File: src/rtl/draw_rct_ctl.sv
// Rectangle sprite motion controller: follows the mouse until a click, then falls under
// gravity, bounces with energy loss on the floor and rests until the next click.
module draw_rct_ctl #(
  parameter logic [11:0] SCREEN_H     = 12'd600,
  parameter logic [11:0] RECT_H       = 12'd48,
  parameter logic [7:0]  G_ACCEL      = 8'd1,
  parameter logic [7:0]  V_MAX        = 8'd32,
  parameter int          BOUNCE_SHIFT = 1,
  parameter logic [7:0]  MIN_BOUNCE_V = 8'd2
) (
  input  logic        clk,
  input  logic        rst,
  input  logic        vblnk,
  input  logic        mouse_left,
  input  logic [11:0] mouse_xpos,
  input  logic [11:0] mouse_ypos,
  output logic [11:0] xpos,
  output logic [11:0] ypos,
  output logic        busy
);

  localparam logic [11:0] FLOOR = SCREEN_H - RECT_H;

  typedef enum logic [1:0] {
    IDLE = 2'd0,
    FALL = 2'd1,
    RISE = 2'd2,
    REST = 2'd3
  } state_e;

  state_e      state_q, state_d;
  logic [7:0]  vel_q, vel_d;
  logic [11:0] xpos_q, xpos_d;
  logic [11:0] ypos_q, ypos_d;
  logic        busy_q, busy_d;
  logic        pending_q, pending_d;
  logic        vblnk_d_q;
  logic        left_meta_q, left_s_q, left_s_d_q;

  logic        frame_tick;
  logic        left_rise;
  logic [8:0]  v_sum;
  logic [7:0]  v_fall;
  logic [12:0] y_sum;
  logic [7:0]  v_bounce;

  assign xpos = xpos_q;
  assign ypos = ypos_q;
  assign busy = busy_q;

  // Next-state and datapath for the once-per-frame motion update.
  always_comb begin
    state_d    = state_q;
    vel_d      = vel_q;
    xpos_d     = xpos_q;
    ypos_d     = ypos_q;
    frame_tick = vblnk & ~vblnk_d_q;
    left_rise  = left_s_q & ~left_s_d_q;
    // A click landing on the tick cycle must survive into the next frame.
    pending_d  = left_rise | (pending_q & ~frame_tick);
    v_sum      = {1'b0, vel_q} + {1'b0, G_ACCEL};
    if (v_sum > {1'b0, V_MAX}) begin
      v_fall = V_MAX;
    end else begin
      v_fall = v_sum[7:0];
    end
    y_sum    = {1'b0, ypos_q} + {5'd0, v_fall};
    v_bounce = v_fall >> BOUNCE_SHIFT;

    if (frame_tick) begin
      case (state_q)
        IDLE: begin
          if (left_s_q) begin
            vel_d   = 8'd0;
            state_d = FALL;
          end else begin
            xpos_d = mouse_xpos;
            if (mouse_ypos > FLOOR) begin
              ypos_d = FLOOR;
            end else begin
              ypos_d = mouse_ypos;
            end
          end
        end
        FALL: begin
          if (y_sum < {1'b0, FLOOR}) begin
            ypos_d = y_sum[11:0];
            vel_d  = v_fall;
          end else begin
            ypos_d = FLOOR;
            if (v_bounce < MIN_BOUNCE_V) begin
              vel_d   = 8'd0;
              state_d = REST;
            end else begin
              vel_d   = v_bounce;
              state_d = RISE;
            end
          end
        end
        RISE: begin
          if ({4'd0, vel_q} > ypos_q) begin
            ypos_d  = 12'd0;
            vel_d   = 8'd0;
            state_d = FALL;
          end else begin
            ypos_d = ypos_q - {4'd0, vel_q};
            if (vel_q > G_ACCEL) begin
              vel_d = vel_q - G_ACCEL;
            end else begin
              vel_d   = 8'd0;
              state_d = FALL;
            end
          end
        end
        REST: begin
          ypos_d = FLOOR;
          if (pending_q) begin
            state_d = IDLE;
          end else begin
            state_d = REST;
          end
        end
        default: begin
          vel_d   = 8'd0;
          state_d = IDLE;
        end
      endcase
    end else begin
      state_d = state_q;
    end
    busy_d = (state_d != IDLE);
  end

  // State, outputs, frame-edge detector and click synchronizer.
  always_ff @(posedge clk or posedge rst) begin
    if (rst) begin
      state_q     <= IDLE;
      vel_q       <= 8'd0;
      xpos_q      <= 12'd0;
      ypos_q      <= 12'd0;
      busy_q      <= 1'b0;
      pending_q   <= 1'b0;
      vblnk_d_q   <= 1'b1;
      left_meta_q <= 1'b0;
      left_s_q    <= 1'b0;
      left_s_d_q  <= 1'b0;
    end else begin
      state_q     <= state_d;
      vel_q       <= vel_d;
      xpos_q      <= xpos_d;
      ypos_q      <= ypos_d;
      busy_q      <= busy_d;
      pending_q   <= pending_d;
      vblnk_d_q   <= vblnk;
      left_meta_q <= mouse_left;
      left_s_q    <= left_meta_q;
      left_s_d_q  <= left_s_q;
    end
  end

endmodule

File: config.mk
export PLATFORM = sky130hd
export DESIGN_NAME = draw_rct_ctl
export DESIGN_NICKNAME = d
export VERILOG_FILES = /design/src/rtl/draw_rct_ctl.sv
export SDC_FILE = /design/constraint.sdc
export NUM_CORES = 1
export LEC_CHECK = 0
export ABC_CLOCK_PERIOD_IN_PS = 4700
export CAP_MARGIN = 20
export CORE_MARGIN = 1
export CORE_UTILIZATION = 55
export CTS_CLUSTER_SIZE = 25
export DETAILED_ROUTE_END_ITERATION = 6
export PLACE_DENSITY = 0.84
export SLEW_MARGIN = 15
export SYNTH_ARGS = -nofsm -noshare
export SYNTH_HDL_FRONTEND = slang
export SYNTH_SLANG_ARGS = --single-unit
File: constraint.sdc
create_clock -name clk -period 4.7 [get_ports clk]
set_input_delay 0.705 -clock clk [delete_from_list [all_inputs] [get_ports clk]]
set_output_delay 0.705 -clock clk [all_outputs]
set_load 0.01 [all_outputs]
==> flow_summary.yaml <==
worst_setup_path:
  worst-path-max-fanout: 6
  r2r_cells: 16
  crit_path_end_kind: "flip-flop"
  worst-r2r-setup-slack_ns: 0.18
  reg2reg_from: "vel_q[0]$_DFFE_PP0P_"
  path_class: "flip-flop to flip-flop"
  startpoint_type: "flip-flop"
  critPathLaunch: "vel_q[0]$_DFFE_PP0P_"
  critical_path_arrival_ns: 4.69
  timing.rr.end: "vel_q[3]$_DFFE_PP0P_"
  worst-endpoint-required_ns: 4.87
clock_tree:
  cts_root_buf: "clkbuf_8"
  cts_made_buffers: 5
  clk_pin_slew_worst_paths_ns: 0.09
  h_tree_level_count: 2
  hold_buffers: 0
  cts_tree: "done"
  cts.sink_count: 40
  insertion_delay_ns: 0.30
  clockBufferDepth: 2
timing:
  clock.fmax_mhz: 221.2
  min_period_ns: 4.521
  timing.final.setup_violations: 0
  hold_viol_final: 0
  slew_headroom_pct: 48.94
  worst-slew-pin-transition_ns: 0.7652
  hold_ws_ns: 0.3555
  final-max-slew-violation-count: 0
  tns_ns: 0
  setup_clock_skew_after_layout_ns: 0.009216
  post-route-period-util_pct: 96.20
finish:
  n_diodes: 0
  final-seq-area_um2: 1006
  num-fill-cells: 517
  layout-drive-gt1-share_pct: 15.45
  post_layout_net_count: 531
  areaGrowthSynthToFinish_pct: 22.02
  multiInputGateArea_um2: 2431
hold_path:
  hold_path_depth: 0
  hp-class: "flip-flop to flip-flop"
  worst_hold_path.endpoint: "left_s_q$_DFF_PP0_"
  worst_min_delay_path_startpoint: "left_meta_q$_DFF_PP0_"
power_and_ir_drop:
  irDropWorstVdd_mv: 0.4089
  static-leakage-power_nw: 1.831
  power_density_nw_per_um2: 709.8
die:
  floorplan.rows: 29
  initial_utilization_pct: 56.91
  die_w_um: 83.06
  design.core.area_um2: 6350
  die_h_um: 83.06
  die_area_um2: 6898
  io_pins: 53
job:
  cap_viol_max_count: 0
run_status:
  status: "finished, final reports clean"
drt:
  routedWlPerCell_um: 18.56
  viasPerCell: 6.484
  finalWirelength_um: 10320
  drt_pass1_iterations: 5
  num_vias: 3605
  first_iteration_detailed_routing_drc_count: 236
  post-route-drc-count: 0
  route.antenna.remaining_nets: 0
global_route:
  maximum_number_of_pins_on_one_net_before_global_route_repair: 41
  global_route_wire_length_before_repair_um: 16800
  antenna_violations_before_repair: 0
  globalRouteTotalUtil_pct: 29.79
  grt_pass1_vias: 3530
  global_route_overflow: 0
yosys:
  postSynth.asyncResetShare_pct: 100.0
  multiplexer_share_of_the_synthesized_area_pct: 4.848
  netlist_instances: 419
  ys.flop_type: "dfrtp_1"
  synth_simple_gate_area_share_pct: 19.39
  synth-seq-area-share_pct: 27.74
  largest_family_of_logic_cells_by_synthesized_area: "compound AO/OA/AOI/OAI gates"
  post_synthesis_instance_area_um2: 3613
  synth-warning-count: 0
  ys_types: 79
  ys_seq_elements: 40
  synthAdderAreaFrac_pct: 9.072
  postSynthAreaPerCell_um2: 8.624
  synth_enable_flop_cells: 0
  netlist_top_cells_area: "dfrtp_1, ha_1, o21ai_0"
  synth_area_leader_cell: "dfrtp_1"
  yosys.area.top_type_share_pct: 27.01
  post_synth_xor_area_fraction_pct: 3.636
  synth_compound_gate_area_share_pct: 29.05
place:
  port-buffer-count: 52
  rd_place_congestion: 1.041
  post-dp-hpwl_um: 7717
## synthesized netlist by cell type, types with 4 or more instances
| master | n |
|---|---|
| mux2i_1 | 4 |
| mux2_2 | 12 |
| nor4_1 | 8 |
| nand3_1 | 15 |
| clkbuf_1 | 11 |
| nor2_1 | 34 |
| a22o_1 | 4 |
| xnor2_1 | 8 |
| o21ai_1 | 7 |
| a31o_2 | 4 |
| a21oi_1 | 21 |
| dfrtp_1 | 39 |
| a221oi_1 | 5 |
| o21a_1 | 4 |
| inv_1 | 30 |
| nor3_1 | 12 |
| o21ai_0 | 29 |
| a21o_1 | 9 |
| a31oi_1 | 4 |
| and3_1 | 4 |
| nand2_1 | 34 |
| ha_1 | 23 |
| or3_1 | 7 |
| a21boi_0 | 4 |
## what timing repair did
action / CTS / global route
setup buffers: 0 / 5
endpoints found under the hold margin: 0 / 0
setup endpoints to repair: 0 / 18
gates resized for setup: 0 / 10
## routing by layer
layer,up-vias,GRT usage (%),share of wire (%)
met4,0,11.13,3.7
met2,190,48.29,46
li1,1682,-,-
met1,1694,40.17,43
met5,-,0,0
met3,39,4.672,7.1
## per-stage QoR
step | power [mW] | utilization (%) | std cells | instance area (um^2) | worst slack [ns]
finish | 3.130 | 69.44 | 556 | 4409 | 0.1787
global route | 3.340 | 69.44 | 556 | 4409 | -0.07359
CTS | 2.993 | 68.18 | 550 | 4329 | 0.1802
detailed placement | 2.679 | 66.36 | 542 | 4214 | 0.2106
global placement | 2.645 | 66.36 | 542 | 4214 | 0.2788
floorplan | 2.108 | - | 420 | 3617 | 0.4333
## registers in the layout, indices dropped and copies added, names as in the netlist
name,count
busy,1
left_meta_q,1
left_s_d_q,1
left_s_q,1
pending_q,1
state_q,2
vblnk_d_q,1
vel_q,8
xpos,12
ypos,12
## critical path, cell delays in order, from the launching register on
cell and delay (ns):
dfrtp_2 0.47, ha_1 0.26, or3_1 0.33, o211ai_2 0.07, a32oi_2 0.17, a211o_1 0.32
nor2_1 0.27, ha_1 0.38, nand2_1 0.19, nor3_1 0.06, buf_4 0.16, o31ai_1 0.22
or3b_1 0.48, a31oi_2 0.31, and2_4 0.27, mux2i_2 0.28, o221ai_1 0.14
## layout by cell type, fill, tap and decap left out, drive strengths merged, types with 5 or more instances in the layout
cell and n:
nand3 17, a31oi 6, nor4 8, clkdlybuf4s50 52, o31ai 5, dfrtp 39
nand2 36, nor3 12, o21ai 36, inv 31, a21oi 21, and2 5
ha 23, a21o 9, buf 17, clkbuf 5, or3 7, a221oi 6
xnor2 9, nor2 35, mux2 12
## kinds of logic after synthesis
family | Yosys count
AOI/OAI and AO/OA | 136
DFF | 40
buffers and inverters | 49
other | 1
and+or+nand+nor | 140
muxes | 16
xor gates and xnor gates | 12
adders and majority gates | 25
## worst max path at each step
| stage | to | slack [ns] | depth (start not counted) |
|---|---|---|---|
| floorplan | ypos[6]$_DFFE_PP0P_ | 0.43 | 18 |
| global placement | vel_q[3]$_DFFE_PP0P_ | 0.28 | 17 |
| detailed placement | vel_q[3]$_DFFE_PP0P_ | 0.21 | 17 |
| CTS | ypos[8]$_DFFE_PP0P_ | 0.18 | 17 |
| global route | vel_q[3]$_DFFE_PP0P_ | -0.07 | 16 |
| finish | vel_q[3]$_DFFE_PP0P_ | 0.18 | 16 |
## area by class of cell
type / instances / area share [%]
well taps: 77 / 2.185
inverters: 30 / 2.554
flip-flops and latches: 40 / 22.81
clock buffers: 5 / 1.561
clock inverters: 3 / 1.050
multi-input cells: 332 / 55.14
repair buffers: 69 / 14.70
## report_power, final
part	switching (mW)	total [mW]	internal, mW
logic	1.21	2.17	0.962
clock network	0.134	0.294	0.160
registers	0.191	0.661	0.470
total	1.54	3.13	1.59
No activity file was read; power rests on OpenSTA's default activity.
